[src/rtl/vbsme_pkg.sv]
// Shared constants for the SAD block-matching datapath: word widths,
// default search-window geometry, tracker state encoding and init value.
package vbsme_pkg;

  localparam int SAD_W    = 32;
  localparam int NUM_ROWS = 49;
  localparam int NUM_COLS = 49;
  localparam int ROW_W    = $clog2(NUM_ROWS);
  localparam int COL_W    = $clog2(NUM_COLS);

  // Tracker states; DONE is a single-cycle result strobe.
  typedef enum logic [1:0] {
    IDLE = 2'd0,
    SCAN = 2'd1,
    DONE = 2'd2
  } state_t;

  // Running minimum starts here so any real candidate compares below it.
  localparam logic [SAD_W-1:0] SAD_MAX = {SAD_W{1'b1}};

endpackage

[src/rtl/raster_counter.sv]
// Raster-order (row, col) position counter over a NUM_ROWS x NUM_COLS
// candidate grid. Wraps to (0,0) after the last position and flags it.
module raster_counter #(
  parameter int NUM_ROWS = 49,
  parameter int NUM_COLS = 49,
  parameter int ROW_W    = 6,
  parameter int COL_W    = 6
) (
  input  logic             clk,
  input  logic             srst,
  input  logic             clr,
  input  logic             en,
  output logic [ROW_W-1:0] row,
  output logic [COL_W-1:0] col,
  output logic             last
);

  localparam logic [ROW_W-1:0] ROW_LAST = ROW_W'(NUM_ROWS - 1);
  localparam logic [COL_W-1:0] COL_LAST = COL_W'(NUM_COLS - 1);
  localparam logic [ROW_W-1:0] ROW_ONE  = ROW_W'(1);
  localparam logic [COL_W-1:0] COL_ONE  = COL_W'(1);

  logic [ROW_W-1:0] row_reg, row_next;
  logic [COL_W-1:0] col_reg, col_next;
  logic             row_end, col_end;

  assign row_end = (row_reg == ROW_LAST);
  assign col_end = (col_reg == COL_LAST);

  // Next position: column steps first, row steps when the column wraps.
  always_comb begin
    row_next = row_reg;
    col_next = col_reg;
    if (clr) begin
      row_next = '0;
      col_next = '0;
    end else if (en) begin
      if (col_end) begin
        col_next = '0;
        row_next = row_end ? '0 : (row_reg + ROW_ONE);
      end else begin
        col_next = col_reg + COL_ONE;
      end
    end
  end

  // Position registers.
  always_ff @(posedge clk) begin
    if (srst) begin
      row_reg <= '0;
      col_reg <= '0;
    end else begin
      row_reg <= row_next;
      col_reg <= col_next;
    end
  end

  assign row  = row_reg;
  assign col  = col_reg;
  assign last = row_end & col_end;

endmodule

[src/rtl/sad_min_tracker.sv]
// Running-minimum tracker at the tail of the SAD adder tree. Keeps the
// best SAD of a block search with its (row, col) motion vector, drives the
// SAD mux select, and pulses Done once the final candidate is folded in.
module sad_min_tracker #(
  parameter int SAD_W    = vbsme_pkg::SAD_W,
  parameter int NUM_ROWS = vbsme_pkg::NUM_ROWS,
  parameter int NUM_COLS = vbsme_pkg::NUM_COLS,
  parameter int ROW_W    = vbsme_pkg::ROW_W,
  parameter int COL_W    = vbsme_pkg::COL_W
) (
  input  logic             Clk,
  input  logic             Rst,
  input  logic             Start,
  input  logic             InValid,
  input  logic [SAD_W-1:0] InSAD,
  output logic             Sel,
  output logic [SAD_W-1:0] MinSAD,
  output logic [ROW_W-1:0] MinRow,
  output logic [COL_W-1:0] MinCol,
  output logic             Busy,
  output logic             Done
);

  import vbsme_pkg::*;

  localparam logic [SAD_W-1:0] SAD_INIT = '1;

  state_t           state_reg, state_next;
  logic             first_reg;
  logic [SAD_W-1:0] min_sad_reg;
  logic [ROW_W-1:0] min_row_reg;
  logic [COL_W-1:0] min_col_reg;

  logic             init;    // start of a new search (from IDLE or DONE)
  logic             accept;  // a candidate is consumed this cycle
  logic             take;    // the candidate becomes the new minimum
  logic [ROW_W-1:0] cnt_row;
  logic [COL_W-1:0] cnt_col;
  logic             cnt_last;

  assign init   = ((state_reg == IDLE) || (state_reg == DONE)) && Start;
  assign accept = (state_reg == SCAN) && InValid;
  // Strict less-than keeps the earliest candidate on ties; the first
  // candidate always wins so the coordinates are never stale.
  assign take   = accept && (first_reg || (InSAD < min_sad_reg));

  raster_counter #(
    .NUM_ROWS (NUM_ROWS),
    .NUM_COLS (NUM_COLS),
    .ROW_W    (ROW_W),
    .COL_W    (COL_W)
  ) u_raster_counter (
    .clk  (Clk),
    .srst (Rst),
    .clr  (init),
    .en   (accept),
    .row  (cnt_row),
    .col  (cnt_col),
    .last (cnt_last)
  );

  // State register.
  always_ff @(posedge Clk) begin
    if (Rst) begin
      state_reg <= IDLE;
    end else begin
      state_reg <= state_next;
    end
  end

  // Next-state logic: a search ends on the accept of the last position.
  always_comb begin
    state_next = state_reg;
    case (state_reg)
      IDLE:    if (Start) state_next = SCAN;
      SCAN:    if (accept && cnt_last) state_next = DONE;
      DONE:    state_next = Start ? SCAN : IDLE;
      default: state_next = IDLE;
    endcase
  end

  // Moore status outputs plus the combinational mux select.
  always_comb begin
    Busy = (state_reg == SCAN);
    Done = (state_reg == DONE);
    Sel  = take;
  end

  // Minimum registers: re-armed on a new search, updated on every new best.
  always_ff @(posedge Clk) begin
    if (Rst) begin
      min_sad_reg <= SAD_INIT;
      min_row_reg <= '0;
      min_col_reg <= '0;
      first_reg   <= 1'b0;
    end else if (init) begin
      min_sad_reg <= SAD_INIT;
      first_reg   <= 1'b1;
    end else if (take) begin
      min_sad_reg <= InSAD;
      min_row_reg <= cnt_row;
      min_col_reg <= cnt_col;
      first_reg   <= 1'b0;
    end
  end

  assign MinSAD = min_sad_reg;
  assign MinRow = min_row_reg;
  assign MinCol = min_col_reg;

endmodule

[config.mk]
export PLATFORM = sky130hd
export DESIGN_NAME = sad_min_tracker
export DESIGN_NICKNAME = d
export VERILOG_FILES = /design/src/rtl/vbsme_pkg.sv /design/src/rtl/raster_counter.sv /design/src/rtl/sad_min_tracker.sv
export SDC_FILE = /design/constraint.sdc
export NUM_CORES = 1
export LEC_CHECK = 0
export ABC_AREA = 1
export ABC_CLOCK_PERIOD_IN_PS = 1800
export CORE_ASPECT_RATIO = 1.25
export CORE_MARGIN = 2
export CORE_UTILIZATION = 46
export CTS_BUF_LIST = sky130_fd_sc_hd__clkbuf_2 sky130_fd_sc_hd__clkbuf_4 sky130_fd_sc_hd__clkbuf_8
export CTS_CLUSTER_DIAMETER = 50
export DETAILED_ROUTE_END_ITERATION = 12
export PLACE_DENSITY = 0.79
export SYNTH_ARGS = -nofsm -noshare
export SYNTH_HDL_FRONTEND = slang
export SYNTH_SLANG_ARGS = --single-unit
[constraint.sdc]
create_clock -name Clk -period 1.8 [get_ports Clk]
set_input_delay 0.27 -clock Clk [delete_from_list [all_inputs] [get_ports Clk]]
set_output_delay 0.27 -clock Clk [all_outputs]
set_load 0.005 [all_outputs]
Yosys cells after proc, flatten, opt, wreduce, memory -nomap -nowiden. Cells that the tools add are included.

Bits in registers: 59. Output and inout bits: 47. Word-level logic and storage cells: 38.

Add/sub/neg operators: 2. $lt $le $gt $ge: 1. Equality and inequality tests: 6. Muxes and demuxes: 8. Bitwise logic cells: 2. Reductions and logical operators: 12.

Operator list (count): less-than comparator 32 bit (1); adder 6 x 1 -> 6 bit (second input constant) (2); == test 6 bit (second input constant) (2); two-way mux 6 bit (2); case mux 2 bit (3 select lines) (1); AND reduction 2 bit (3); logical AND 1 bit (4); two-way mux 2 bit (2); two-way mux 1 bit (3); == test 2 x 1 -> 1 bit (second input constant) (1); == test 2 bit (second input constant) (1); zero test 2 bit (1); logical OR 1 bit (2); != test 2 x 1 -> 1 bit (second input constant) (1); != test 2 bit (second input constant) (1); nonzero test 2 bit (1); OR reduction 2 bit (1); AND 1 bit (1); NOT 1 bit (1).

Longest topological paths before layout. Gate-level depths: netlist of the first run.

Depth after elaboration: 5. Depth in mapped cells: 17.

Cells and area by module. Synthesis of the first run repeated with hierarchy kept, for this count alone.

Cells, all modules: 466. Area, all modules: 3362.0 µm².

Modules (own cells, without submodules): sad_min_tracker (instances 1, cells an instance 371, area an instance 2685.1 µm²); raster_counter (instances 1, cells an instance 95, area an instance 676.9 µm²).

Worst setup path after synthesis of the first run. Ideal clock, no wire load.

Kind: flip-flop to output port. Start point: register min_sad_reg[5], in the netlist MinSAD[5]. End point: output Sel. Data arrival time: 1567 ps. Data required time: 1530 ps. Slack: -37 ps. Cell stages (with the launch flop): 15. Path buffers: 1. Cell sequence: dfxtp_1 inv_1 ha_1 a21oi_1 nor2_1 nor3_1 nand2_1 nand2_1 nand2_1 nand2_1 nand2_1 nand2_2 nand2_2 buf_2 inv_1.

Word-level cells in the longest chain between the ends: 3.

RTL lines: start, declared (RTL line sad_min_tracker.sv:30) `logic [SAD_W-1:0] min_sad_reg;`; start signal, assigned (RTL line sad_min_tracker.sv:100) `min_sad_reg <= InSAD;`; less-than comparator 32 bit (RTL line sad_min_tracker.sv:45) `assign take = accept && (first_reg || (InSAD < min_sad_reg));`; logical OR 1 bit (RTL line sad_min_tracker.sv:45); logical AND 1 bit (RTL line sad_min_tracker.sv:45); end, declared (RTL line sad_min_tracker.sv:16) `output logic Sel,`.

No other way between the ends.

Final worst setup path of the first run.
Start point: input InSAD[23]. End point: output Sel.

Word-level cells in the longest chain between the ends: 3.

RTL lines: start, declared (RTL line sad_min_tracker.sv:15) `input logic [SAD_W-1:0] InSAD,`; less-than comparator 32 bit (RTL line sad_min_tracker.sv:45); logical OR 1 bit (RTL line sad_min_tracker.sv:45); logical AND 1 bit (RTL line sad_min_tracker.sv:45).

No other way between the ends.

==> results by group, run 1 <==
Run status
  • Status: finished, violations left
  • Violations in the final reports: setup timing

Final layout
  • Nets: 646
  • Filler cells: 461
  • Antenna cells: 0
  • Max FFs per register: 32
  • Layout cells sized above 1: 29.31%
  • P&R area growth vs syn: 61.63%
  • Final Non-Filler Cells: 670

Setup path
  • R2R setup slack: -520 ps
  • Critical path endpoint category: output pin
  • Setup CP Type: in -> out
  • Worst path required time: 1530 ps
  • Worst Setup Start Kind: input pin
  • Crit path DAT: 2060 ps
  • Critical-path maximum fanout: 2

Synthesis
  • Syn_nets: 513
  • Synth unique cells: 29
  • Gate Count Post-Synth: 442
  • Asr flop ratio synth: 0%
  • Seq/Total Area, Yosys: 35.93%
  • Most frequent cell after synthesis: nand2_1
  • Top cells by count, synth: nand2_1 (81), nand3_1 (80), inv_1 (66)
  • Synth top area share: 35.93%
  • Avg Inst Size Synth: 7.436 sq um
  • Post-synth top area cell: dfxtp_1
  • Total number of yosys warnings: 0
  • Ys flop type: dfxtp_1
  • Synth top area cells: dfxtp_1 (36%), ha_1 (13%), nand3_1 (12%), nand2_1 (9.3%), inv_1 (7.5%)
  • Flops & latches, synth: 59
  • Mapped Area: 3287 sq um
  • Post-synth EDFFs: 0

Drt
  • Vias per cell: 5.273
  • DR pass1 iterations: 5
  • Detail Route Antenna Nets: 0
  • Via count: 3533
  • Wirelength, routed: 10.22 mm
  • Initial DRC Count: 153
  • Routed length per placed instance: 15.26 microns
  • Residual DRC: 0

STA
  • Fmax achieved: 430.0 MHz
  • Setup violators final: 45
  • Final hold vios: 0
  • Setup TNS: -21440 ps
  • Crit path time final: 2326 ps
  • RSZ-0062 raised after global routing: true
  • Final worst slack: -525.7 ps
  • Max-slew violations: 0
  • Clk_skew: 12.95 ps
  • Final period utilization: 129.2%
  • Max-slew headroom: 57.07%
  • Worst-margin pin slew: 644.0 ps

Clock tree
  • Hold Buf Count CTS: 0
  • Clk buf depth: 2
  • Clock root buffer: clkbuf_8
  • Clk slew on worst S/H paths: 70 ps
  • CTS sink count: 59
  • TritonCTS clock tree: yes
  • CTS Buf Count: 9
  • H-tree depth: 3
  • Clk_lat worst skew: 340 ps

Placed design
  • Placed cells: 639
  • Post-DP HPWL: 5.970 mm
  • RePlAce Congestion: 0.8564
  • IO Port Bufs: 82

Pwr
  • Tot Pwr: 3.480 mW
  • Gate power share: 26.5%
  • Leakage: 2.618 nW
  • Peak supply drop: 0.4762 mV
  • PwrDens: 655.1 nW/um^2
  • P_sw: 1.011 mW
  • Switching Share: 29.04%
  • Internal power: 2.470 mW
  • Clock power share: 32.7%
  • Sequential group share of total power: 40.8%

Global route
  • Initial antenna violation count: 0
  • Largest net degree at the start of global routing: 41
  • Vias in the first global route: 3358
  • First-pass GRT wire length: 14.77 mm
  • Total gr overflow: 0
  • Total GRT Usage: 23.51%

Floorplanning
  • Total die area: 7842 sq um
  • Die H: 98.51 microns
  • Core area: 6934 sq um
  • Die width: 79.61 microns
  • Site Rows: 34
  • Starting Density: 47.40%
  • Num ports: 83

Job
  • Max Cap Viol: 0

Min path
  • Worst min-delay path class: in -> reg
==> power groups by stage <==
stage               logic, mW  registers (mW)  clock network [mW]
floorplan               0.348            1.45                   0
global placement        0.704            1.44                   0
detailed placement      0.720            1.44                   0
CTS                     0.800            1.41                1.14
global route            0.996            1.43                1.21
finish                  0.921            1.42                1.14
==> through the flow <==
stage	utilization [%]	setup WS (ps)	hold slack, ps	cell area, sq um
3_3_place_gp	64.25	-802.2	464.3	4456
5_1_grt	76.61	-621.5	311.7	5313
4_1_cts	71.09	-372.9	331.8	4930
3_5_place_dp	64.25	-794.8	476.1	4456
6_report	76.61	-525.7	301.5	5313
2_1_floorplan	-	19.93	373.5	3294
==> worst max-delay path, cell delays in order <==
cell and delay [ps]:
clkdlybuf4s50_1 440, ha_1 320, nand2_1 90, nor2_2 150, nand4_1 130, nor2_1 180, nand2_1 80, nand2_1 90
nand2_2 70, nand2_2 80, inv_2 50, buf_6 110
==> final cells by class <==
cell class | instances | area (sq um) | share of cell area [%]
clock buffers | 14 | 173.9 | 3.274
clock inverters | 2 | 10.01 | 0.1884
inverters | 68 | 256.5 | 4.828
multi-input cells | 296 | 2091 | 39.35
flip-flops and latches | 59 | 1194 | 22.47
well taps | 90 | 112.6 | 2.120
repair buffers | 141 | 1475 | 27.77
==> path summary, 6_finish.rpt <==
kind,from,endpoint,cells after the start
max,InSAD[23],Sel,12
min,InSAD[7],MinSAD[7],3
max reg2reg,MinSAD[28],MinRow[5],16
min reg2reg,MinRow[2],MinRow[2],2
==> what timing repair did <==
item | CTS | global route
setup buffers | 8 | 1
gates cloned | 3 | 6
gates resized for setup | 52 | 55
pin swaps | 15 | 37
endpoints found under the setup margin | 45 | 45
==> per-layer routing <==
layer / track usage (%) / vias to the layer above / share of wire (%) / wire length [microns]
met5: 0 / - / 0 / 0
met4: 7.692 / 0 / 2.4 / 241
met3: 5.678 / 28 / 5.7 / 582
met2: 42.79 / 129 / 53 / 5415
met1: 26.45 / 1666 / 39 / 3984
li1: - / 1710 / - / -
==> layout by cell type (no fill, tap or decap), types with 2 or more instances in the layout <==
cell type and n:
a21oi_1 19, buf_8 2, buf_12 6, a21oi_4 3, dfxtp_1 49, buf_4 44, a21oi_2 11, nand3_4 3
nor2_1 26, buf_16 2, ha_1 29, nor3_2 3, inv_2 8, inv_1 59, clkinv_2 3, nor3b_1 2
nor2_2 3, o21a_1 2, nand4_1 4, dfxtp_2 10, xor2_1 2, nand3_2 38, clkbuf_4 3, clkdlybuf4s50_1 72
nand2_1 79, o21ai_0 9, nand2_2 4, nand3_1 39, ha_4 6, nor3_1 6, dlygate4sd2_1 8, clkbuf_16 5
clkbuf_8 11
==> cells by family (layout without fill, tap and decap cells) <==
group / after synthesis / count (layout) / share of synthesized area [%]
DFF: 59 / 59 / 35.93
xor gates and xnor gates: 2 / 2 / 0.5330
and+or+nand+nor: 211 / 211 / 30.00
adders and majority gates: 35 / 35 / 13.32
buffers and inverters: 87 / 225 / 11.57
AOI/OAI and AO/OA: 48 / 48 / 8.641
Power figures use the tool's default switching activity.
==> inputs of run 2 (changes only) <==
- ABC_AREA: 1 -> default
- ABC_CLOCK_PERIOD_IN_PS: 1800 -> default
- CORE_UTILIZATION: 46 -> 51
- PLACE_DENSITY: 0.79 -> 0.82
- clock period: 1.8 -> 2.55 ns (I/O delays scaled with it)
==> run 2 against run 1 <==
The run still ends with setup timing left; global-route usage rose by 1.2 points; register-to-register slack improved by 380 ps; clock skew fell by 3.4 ps; sequential share of layout area rose by 1.7 points; utilization rose by 2.2 points; non-clock buffer count fell by 23; area after synthesis rose by 1.2%; synthesized cell count fell by 14%; critical path type unchanged.
==> results by group, run 2 <==
Floorplanning
  • Die width: 76.24 microns (-4.2%)
  • Num ports: 83 (unchanged)
  • Site Rows: 32 (-5.9%)
  • Starting Density: 53.27% (+5.9 points)
  • Core area: 6246 sq um (-9.9%)
  • Total die area: 7189 sq um (-8.3%)
  • Die H: 94.30 microns (-4.3%)

Clock tree
  • Clk buf depth: 2 (unchanged)
  • TritonCTS clock tree: yes
  • Clock root buffer: clkbuf_8
  • Clk_lat worst skew: 350 ps (about the same)
  • CTS sink count: 59 (unchanged)
  • Clk slew on worst S/H paths: 70 ps (about the same)
  • H-tree depth: 3 (unchanged)
  • Hold Buf Count CTS: 0 (unchanged)
  • CTS Buf Count: 9 (unchanged)

Final layout
  • Filler cells: 408 (-11%)
  • P&R area growth vs syn: 47.99%
  • Nets: 566 (-12%)
  • Sequential cell area: 1190 sq um (-0.31%)
  • Antenna cells: 0 (unchanged)
  • Most common cell after layout, fill and taps aside: nor2_1
  • Max FFs per register: 32 (unchanged)
  • Area occupied by multi-input gates: 2166 sq um (+3.6%)
  • Most frequent cells in the layout: nor2_1 (87), clkdlybuf4s50_1 (56), dfxtp_1 (52)
  • Final Non-Filler Cells: 584 (-13%)
  • Utilization after layout: 78.83% (+2.2 points)
  • Fin area: 4923 sq um (-7.3%)
  • Layout cells sized above 1: 20.24% (-9.1 points)

Global route
  • GR Util met1: 26.59% (+0.14 points)
  • GR met2 Demand/Resource: 44.76% (+2.0 points)
  • First-pass GRT wire length: 14.03 mm (-5.0%)
  • GRT met3 Usage: 5.288% (-0.39 points)
  • Initial antenna violation count: 0 (unchanged)
  • Largest net degree at the start of global routing: 67 (+63%)
  • Total GRT Usage: 24.76% (+1.2 points)
  • Busiest grt layer: met2
  • Vias in the first global route: 3044 (-9.4%)
  • Total gr overflow: 0 (unchanged)

Placed design
  • Placed cells: 561 (-12%)
  • Post-DP HPWL: 5.616 mm (-5.9%)
  • Worst slack at placement: -711.5 ps (+83.37 ps)
  • DP Area: 4329 sq um (-2.8%)
  • IO Port Bufs: 82 (unchanged)
  • RePlAce Congestion: 0.8727 (+1.9%)

Synthesis
  • Synth top area cells: dfxtp_1 (36%), mux2i_1 (14%), ha_1 (13%), nor2_1 (9.8%), nand2b_1 (4.5%)
  • Synth unique cells: 35 (+21%)
  • Top cells by count, synth: nor2_1 (87), dfxtp_1 (59), mux2i_1 (45)
  • Gate Count Post-Synth: 382 (-14%)
  • Ys flop type: dfxtp_1
  • Synth top area share: 35.50% (-0.43 points)
  • Mapped Area: 3327 sq um (+1.2%)
  • Syn_nets: 453 (-12%)
  • Post-synth EDFFs: 0 (unchanged)
  • Post-synth top area cell: dfxtp_1
  • Seq/Total Area, Yosys: 35.50% (-0.43 points)
  • Avg Inst Size Synth: 8.709 sq um (+17%)
  • Most frequent cell after synthesis: nor2_1
  • Total number of yosys warnings: 0 (unchanged)
  • Asr flop ratio synth: 0% (unchanged)
  • Flops & latches, synth: 59 (unchanged)

Setup path
  • RR Endpoint: MinSAD[15]
  • Reg2reg path depth: 9 (-7)
  • CP Cell Sequence: clkdlybuf4s50_1 -> ha_2 -> a211oi_2 -> o21ai_1 -> a41oi_2 -> nor4b_4 -> o31a_2 -> inv_2 -> buf_2
  • Setup CP Type: in -> out
  • Worst path required time: 2170 ps (+640 ps)
  • Slowest library cell on the worst path: clkdlybuf4s50_1
  • Worst Setup Start Kind: input pin
  • Critical path endpoint category: output pin
  • Worst Path Buf+Inv: 3 (unchanged)
  • Critical-path maximum fanout: 2 (unchanged)
  • CP max stage delay: 450 ps (about the same)
  • Crit path DAT: 2340 ps (+280 ps)
  • Largest delay share family, worst path: compound AO/OA/AOI/OAI gates
  • R2R setup slack: -140 ps (+380 ps)
  • Reg-to-Reg Start: MinSAD[31]

Pwr
  • Peak supply drop: 0.3545 mV (-26%)
  • PwrDens: 453.1 nW/um^2 (-31%)
  • Tot Pwr: 2.231 mW (-36%)
  • Leakage: 2.507 nW (-4.3%)

STA
  • Crit path time final: 2718 ps
  • Worst-margin pin slew: 1232 ps (+587.9 ps)
  • Worst hold slack: 353.6 ps (+52.09 ps)
  • Max-slew headroom: 17.88% (-39 points)
  • Final hold vios: 0 (unchanged)
  • Clk_skew: 9.554 ps (-3.400 ps)
  • Max-slew violations: 0 (unchanged)
  • Setup violators final: 45 (unchanged)
  • Final period utilization: 106.6%
  • Setup TNS: -3519 ps (+17920 ps)
  • RSZ-0062 raised after global routing: true
  • Final worst slack: -168.1 ps (+357.6 ps)
  • Fmax achieved: 367.9 MHz

Min path
  • WHS Path Cells: 3 (unchanged)
  • Worst min-delay path class: in -> reg
  • Worst Hold Launch: InSAD[16]
  • Hold Path Sink: MinSAD[16]

Drt
  • Wirelength, routed: 9.793 mm (-4.2%)
  • Residual DRC: 0 (unchanged)
  • Via count: 3094 (-12%)
  • DR pass1 iterations: 4 (-1)
  • Detail Route Antenna Nets: 0 (unchanged)
  • Initial DRC Count: 164 (+7.2%)
  • Vias per cell: 5.298 (+0.47%)
  • Routed length per placed instance: 16.77 microns (+9.9%)

Job
  • Max Cap Viol: 0 (unchanged)

Run status
  • Status: finished, violations left
  • Violations in the final reports: setup timing
-- run 2: area by class of cell --
type | count | share of cell area, %
well taps | 85 | 2.160
multi-input cells | 270 | 43.99
inverters | 37 | 2.821
flip-flops and latches | 59 | 24.17
clock buffers | 11 | 3.075
repair buffers | 118 | 22.77
clock inverters | 4 | 1.017
-- run 2: cell families (layout without fill, tap and decap cells) --
logic type / after synthesis / after routing / share of synthesized area [%]
flip-flops: 59 / 59 / 35.50
adder cells (fa/ha/maj): 35 / 35 / 13.16
multiplexers: 45 / 45 / 13.54
AND/OR/NAND/NOR: 153 / 153 / 21.29
XOR/XNOR: 10 / 10 / 2.632
AO/OA/AOI/OAI: 27 / 27 / 5.603
buffers and inverters: 53 / 170 / 8.274
-- run 2: worst max path at each step --
stage	from	endpoint	cells after the start
2_1_floorplan	InSAD[18]	Sel	9
4_1_cts	MinSAD[13]	Sel	8
6_report	InSAD[3]	Sel	9
5_1_grt	MinSAD[24]	Sel	10
3_5_place_dp	InSAD[29]	MinSAD[2]	8
3_3_place_gp	InSAD[18]	Sel	9
-- run 2: what timing repair did --
item,4_1_cts,5_1_grt
buffers inserted,4,4
setup endpoints to repair,45,45
pin swaps,21,26
resized for setup,39,42
-- run 2: routing by layer --
metal	up-vias	share of wire (%)
met2	99	54
li1	1493	-
met5	-	0
met1	1464	37
met4	0	4.6
met3	38	4.2
-- run 2: power by group --
group | internal (mW) | switching (mW) | leakage (nW)
sequential | 0.943 | 0.0146 | 0.475
combinational | 0.200 | 0.191 | 1.93
clock | 0.497 | 0.386 | 0.0974
-- run 2: tightest hold or removal path, cell delays in order --
cell,delay (ps)
dlymetal6s2s_1,110
nor2_1,60
mux2i_1,110
==> inputs of run 3 (changes only) <==
- CORE_UTILIZATION: 51 -> 55
- PLACE_DENSITY: 0.82 -> 0.88
- TNS_END_PERCENT: default -> 5
- clock period: 2.55 -> 3.5 ns (I/O delays scaled with it)
==> run 3 against run 2 <==
Critical path depth decreased by 1; the flow still finishes with violations (setup timing); cell area decreased by 11%; largest power group unchanged; largest cell class unchanged; critical path type unchanged; via count shrank 7.3%; combinational power is 41% lower; clock skew is essentially flat; global-route usage is 0.96 points lower; cell count down 8.6%.
==> results by group, run 3 (synthesis gave the netlist of run 2 again) <==
Setup path
  • Largest delay share family, worst path: compound AO/OA/AOI/OAI gates
  • Crit path capture: Sel
  • Critical path endpoint category: output pin
  • Setup CP Type: in -> out
  • Reg-to-Reg Start: MinSAD[23]
  • Worst Path Buf+Inv: 3 (unchanged)
  • Worst path required time: 2970 ps (+800 ps)
  • Reg2reg path depth: 9 (unchanged)
  • Crit path DAT: 2990 ps (+650 ps)
  • CP dominant cell by count: clkdlybuf4s50_1
  • R2R setup slack: 630 ps (+770 ps)
  • CP Cell Sequence: clkdlybuf4s50_1 -> ha_1 -> a211oi_2 -> o221ai_1 -> a311o_1 -> o31a_2 -> inv_1 -> clkdlybuf4s50_1
  • Slowest library cell on the worst path: clkdlybuf4s50_1
  • RR Endpoint: MinSAD[9]
  • Critical path origin: InSAD[11]
  • Critical-path maximum fanout: 3 (+1)
  • CP Depth: 8 (-1)
  • Worst Setup Start Kind: input pin
  • CP max stage delay: 490 ps (+40 ps)

Final layout
  • Max FFs per register: 32 (unchanged)
  • Most common cell after layout, fill and taps aside: nor2_1
  • Final Non-Filler Cells: 534 (-8.6%)
  • Antenna cells: 0 (unchanged)
  • Layout cells sized above 1: 6.624% (-14 points)
  • P&R area growth vs syn: 32.00%
  • Filler cells: 412 (+0.98%)
  • Most frequent cells in the layout: nor2_1 (87), clkdlybuf4s50_1 (81), dfxtp_1 (59)
  • Nets: 535 (-5.5%)

Drt
  • DR pass1 iterations: 4 (unchanged)
  • Detail Route Antenna Nets: 0 (unchanged)
  • Wirelength, routed: 7.777 mm (-21%)
  • Via count: 2867 (-7.3%)
  • Routed length per placed instance: 14.56 microns (-13%)
  • Initial DRC Count: 138 (-16%)
  • Residual DRC: 0 (unchanged)
  • Vias per cell: 5.369 (+1.3%)

Placed design
  • RePlAce Congestion: 0.8285 (-5.1%)
  • Placed cells: 518 (-7.7%)
  • Post-DP HPWL: 5.371 mm (-4.4%)
  • Worst slack at placement: -23.68 ps (+687.8 ps)
  • IO Port Bufs: 82 (unchanged)

Global route
  • GR met2 Demand/Resource: 42.11% (-2.7 points)
  • Busiest grt layer: met2
  • Total GRT Usage: 23.80% (-0.96 points)
  • Total gr overflow: 0 (unchanged)
  • GRT met3 Usage: 6.326% (+1.0 points)
  • GR Util met1: 25.34% (-1.3 points)
  • Initial antenna violation count: 0 (unchanged)
  • Vias in the first global route: 2935 (-3.6%)
  • First-pass GRT wire length: 12.58 mm (-10%)
  • Largest net degree at the start of global routing: 45 (-33%)

Min path
  • Worst min-delay path class: reg -> reg

Pwr
  • Peak supply drop: 0.3291 mV (-7.2%)
  • PwrDens: 364.4 nW/um^2 (-20%)
  • Leakage: 2.238 nW (-11%)

Floorplanning
  • Site Rows: 31 (-3.1%)
  • Die H: 90.96 microns (-3.5%)
  • Num ports: 83 (unchanged)
  • Die width: 73.57 microns (-3.5%)
  • Total die area: 6691 sq um (-6.9%)
  • Starting Density: 57.18% (+3.9 points)
  • Core area: 5818 sq um (-6.9%)

STA
  • Setup TNS: -11.52 ps (+3507 ps)
  • Clk_skew: 9.793 ps (+0.2387 ps)
  • Max-slew headroom: 49.66% (+32 points)
  • Worst hold slack: 480.1 ps (+126.5 ps)
  • Max-slew violations: 0 (unchanged)
  • Final hold vios: 0 (unchanged)
  • Final worst slack: -11.52 ps (+156.6 ps)
  • Final period utilization: 100.3%
  • Setup violators final: 1 (-98%)
  • Crit path time final: 3512 ps
  • Fmax achieved: 284.8 MHz
  • Worst-margin pin slew: 755.0 ps (-476.8 ps)

Clock tree
  • Hold Buf Count CTS: 0 (unchanged)
  • Clock root buffer: clkbuf_8
  • Clk_lat worst skew: 340 ps (about the same)
  • CTS sink count: 59 (unchanged)
  • TritonCTS clock tree: yes
  • H-tree depth: 3 (unchanged)
  • CTS Buf Count: 9 (unchanged)
  • Clk buf depth: 2 (unchanged)
  • Clk slew on worst S/H paths: 60 ps (about the same)

Run status
  • Violations in the final reports: setup timing
  • Status: finished, violations left

Job
  • Max Cap Viol: 0 (unchanged)
## run 3: cell types whose count changed in the layout (fill, tap and decap cells not counted), moves of 4 or more
cell / previous run / this run
ha_4: 16 / 1
inv_1: 31 / 37
dlygate4sd2_1: 9 / 0
ha_2: 5 / 1
ha_1: 14 / 33
inv_2: 6 / 0
dlymetal6s2s_1: 16 / 1
clkdlybuf4s50_1: 56 / 81
dfxtp_1: 52 / 59
dfxtp_2: 7 / 0
buf_4: 35 / 5
## run 3: metal layers
layer	wire, microns	part of all wire, %
met2	4058	52
met5	0	0
met3	329	4.2
met1	3070	39
met4	320	4.1
## run 3: worst min path at each step
stage,from,end,slack (ps),cells past startpoint
floorplan,first_reg,first_reg,460,2
global placement,MinCol[5],MinCol[5],460,2
detailed placement,MinCol[4],MinCol[4],470,2
CTS,MinCol[4],MinCol[4],480,2
global route,MinCol[0],MinCol[0],510,2
finish,MinCol[4],MinCol[4],480,2
## run 3: layout make-up
cell class	count	area, sq um	area share (%)
Clock inverter	1	30.03	0.6838
Sequential cell	59	1181	26.89
Timing Repair Buffer	87	860.8	19.60
Inverter	37	138.9	3.162
Multi-Input combinational cell	270	1912	43.53
Clock buffer	14	186.4	4.245
Tap cell	66	82.58	1.880
## run 3: what timing repair did
action	in CTS	in global routing
endpoints found under the setup margin	1	1
buffers inserted	0	1
resized for setup	2	6
pin swaps	1	3
cloned	0	0
## run 3: worst min-delay path, stage by stage, from the launching register on
cell and delay (ps):
dfxtp_1 310, nand2b_1 60, mux2i_1 60
## run 3: metrics by stage
step	power (mW)	util, %	cell area [sq um]
2_1_floorplan	0.8489	-	3327
3_3_place_gp	0.9280	70.90	4125
3_5_place_dp	0.9342	70.90	4125
4_1_cts	1.600	74.80	4352
5_1_grt	1.668	75.48	4392
6_report	1.600	75.48	4392
## run 3: power by group
group	internal, mW	switching (mW)
logic	0.121	0.111
registers	0.687	0.0114
clock network	0.411	0.259
total	1.22	0.382
==> patch (settings of run 1) <==
`NUM_ROWS` is set to 49 in 2 places; all go to 98.
--- a/src/rtl/vbsme_pkg.sv
+++ b/src/rtl/vbsme_pkg.sv
@@ -4,5 +4,5 @@
 
   localparam int SAD_W    = 32;
-  localparam int NUM_ROWS = 49;
+  localparam int NUM_ROWS = 98;
   localparam int NUM_COLS = 49;
   localparam int ROW_W    = $clog2(NUM_ROWS);
--- a/src/rtl/raster_counter.sv
+++ b/src/rtl/raster_counter.sv
@@ -2,5 +2,5 @@
 // candidate grid. Wraps to (0,0) after the last position and flags it.
 module raster_counter #(
-  parameter int NUM_ROWS = 49,
+  parameter int NUM_ROWS = 98,
   parameter int NUM_COLS = 49,
   parameter int ROW_W    = 6,
Interface: changed (resized MinRow); port bits go from 83 to 84. No check against the original RTL was run, so the function may have changed too.
==> patch against run 1 <==
The flow still finishes with violations (negative setup slack); cell area up 0.40%; sequential cell count up 2; setup slack gained 0.058 ns; utilization decreased by 3.2 points; synthesized area grew 3.3%; first-iteration DRC count grew 27%; power rose by 3.4%; critical path depth grew 2; wire length rose by 6.7%.
==> patch: results (changes against run 1) <==
status -> complete, but fails checks (unchanged)
failing checks -> negative setup slack (unchanged)
Worst Min Path Start -> InSAD[6] (was InSAD[7])
HP Class -> in2reg (unchanged)
total number of vias -> 3743 (was 3533)
post-synthesis sequential area ratio -> 36.0% (was 35.9%)
largest cells by area after synthesis -> dfxtp_1 (36%), ha_1 (13%), nand3_1 (10%) (was dfxtp_1 (36%), ha_1 (13%), nand3_1 (12%))
Global Route met3 Usage -> 5.40% (was 5.68%)
# setup viols final -> 46 (was 45)
CP Capture Type -> primary output (unchanged)
Peak VDD IR -> 0.592 mV (was 0.476 mV)
most frequent cells after synthesis -> nand2_1 (84), nand3_1 (71), inv_1 (62), dfxtp_1 (61) (was nand2_1 (81), nand3_1 (80), inv_1 (66), dfxtp_1 (59), ha_1 (35))
reg2reg setup slack -> -0.42 ns (was -0.52 ns)
Leak Pwr -> 2.67 nW (was 2.62 nW)
wire length per cell -> 15.6 um (was 15.3 um)
worst r2r dst -> MinSAD[3]$_SDFFE_PP1P_ (was MinRow[5]$_SDFFE_PP0P_)
final hold slack -> 0.268 ns (was 0.302 ns)
met2 GRT Util -> 40.6% (was 42.8%)
Synth Warn # -> 0 (unchanged)
Placement Setup Slack -> -0.822 ns (was -0.795 ns)
Inserted Clock Buffers -> 9 (unchanged)
hold depth -> 3 (unchanged)
Root Driver -> clkbuf_8 (unchanged)
data arrival time of the critical path -> 2.00 ns (was 2.06 ns)
PnR worst setup slack -> -0.468 ns (was -0.526 ns)
vias in the first global route -> 3436 (was 3358)
max reg flops -> 32 (unchanged)
number of distinct library cells after synthesis -> 32 (was 29)
Clock Latency Late Sink -> 0.36 ns (was 0.34 ns)
Avg Inst Size Synth -> 7.53 um2 (was 7.44 um2)
Worst-path clk slew -> 0.08 ns
I/O Buffers -> 83 (was 82)
filler instances -> 512 (was 461)
Via density -> 5.37 (was 5.27)
ratio of cells with drive above 1 in the final layout -> 28.3% (was 29.3%)
RePlAce Congestion -> 0.842 (was 0.856)
largest net degree at the start of global routing -> 33 (was 41)
met1 GRT Util -> 27.3% (was 26.5%)
CTS H-tree lvls -> 3 (unchanged)
hold path endpoint -> MinSAD[6]$_SDFFE_PP1P_ (was MinSAD[7]$_SDFFE_PP1P_)
cell count after placement -> 667 (was 639)
first drt pass iteration count -> 5 (unchanged)
Setup Skew -> 0.0158 ns (was 0.0130 ns)
Syn Nets -> 522 (was 513)
n_diodes -> 0 (unchanged)
first-pass GRT wire length -> 15000 um (was 14800 um)
Iter 0 DRT Violations -> 195 (was 153)
Least-Margin Pin Slew -> 0.420 ns (was 0.644 ns)
GR Util All Layers -> 23.6% (was 23.5%)
crit path max fanout -> 2 (unchanged)
R2R cell count -> 16 (unchanged)
DP Wirelength -> 6520 um (was 5970 um)
R2R Path Start -> MinSAD[14]$_SDFFE_PP1P_ (was MinSAD[28]$_SDFFE_PP1P_)
## patch: cell types whose count changed in the layout (fill, tap and decap cells not counted), sizes merged, moves of 2 or more
cell,before,now
inv,67,63
clkinvlp,0,2
buf,55,72
a21oi,33,35
dfxtp,59,61
nand2,84,88
nor4,1,4
dlymetal6s2s,1,6
dlygate4sd2,8,3
## patch: critical path, cell delays in order, from the launching register on
cell and delay, ns:
dfxtp_1 0.35, inv_1 0.05, ha_1 0.27, nand2_1 0.07, inv_1 0.08, nand3_2 0.10
nor3_2 0.12, nand2_1 0.07, nand2_1 0.09, nand2_1 0.06, nand2_1 0.08, nand2_2 0.09
nand2_4 0.07, inv_2 0.03, buf_6 0.10
## patch: routing by layer
layer  vias to the layer above  routed length (um)
met5                         -                   0
met4                         0                 370
met3                        35                 732
met2                       161                5670
met1                      1764                4140
li1                       1783                   -
## patch: how the worst max path moves through the flow
stage	from	to	slack (ns)	cells past startpoint
6_report	MinSAD[14]$_SDFFE_PP1P_	Sel	-0.47	14
2_1_floorplan	MinSAD[5]$_SDFFE_PP1P_	Sel	0.00007	14
3_5_place_dp	InSAD[15]	Sel	-0.82	14
5_1_grt	MinSAD[14]$_SDFFE_PP1P_	Sel	-0.53	14
4_1_cts	MinSAD[5]$_SDFFE_PP1P_	Sel	-0.40	14
3_3_place_gp	InSAD[5]	Sel	-0.80	14
## patch: cell families (layout without fill, tap and decap cells)
family / Yosys count / after routing / synth area share (%)
DFF: 61 / 61 / 36.0
buffers and inverters: 85 / 239 / 10.4
AOI/OAI and AO/OA: 49 / 49 / 7.63
and+or+nand+nor: 220 / 220 / 32.8
adders and majority gates: 35 / 35 / 12.9
xor gates and xnor gates: 1 / 1 / 0.258
## patch: timing repair
action,in CTS,in global routing
gates cloned,1,4
pin swaps,8,9
buffers inserted,1,8
resized for setup,16,52
setup endpoints to repair,47,48
## patch: metrics by stage
stage | TNS (ns) | instance area (um2)
6_report | -14.99 | 5330
5_1_grt | -18.09 | 5330
4_1_cts | -14.55 | 5000
3_5_place_dp | -32.16 | 4730
3_3_place_gp | -30.66 | 4730
2_1_floorplan | 0 | 3420
## patch: layout make-up
class / instances / share of cell area (%)
clock buffers: 14 / 3.50
clock inverters: 2 / 0.281
inverters: 65 / 4.62
multi-input cells: 305 / 37.8
flip-flops and latches: 61 / 23.2
well taps: 92 / 2.16
repair buffers: 158 / 28.4
## patch: power by group
group          leakage (nW)  switching, mW  internal, mW
combinational          2.08          0.438         0.468
clock                0.0984          0.563         0.666
sequential            0.491         0.0401          1.42
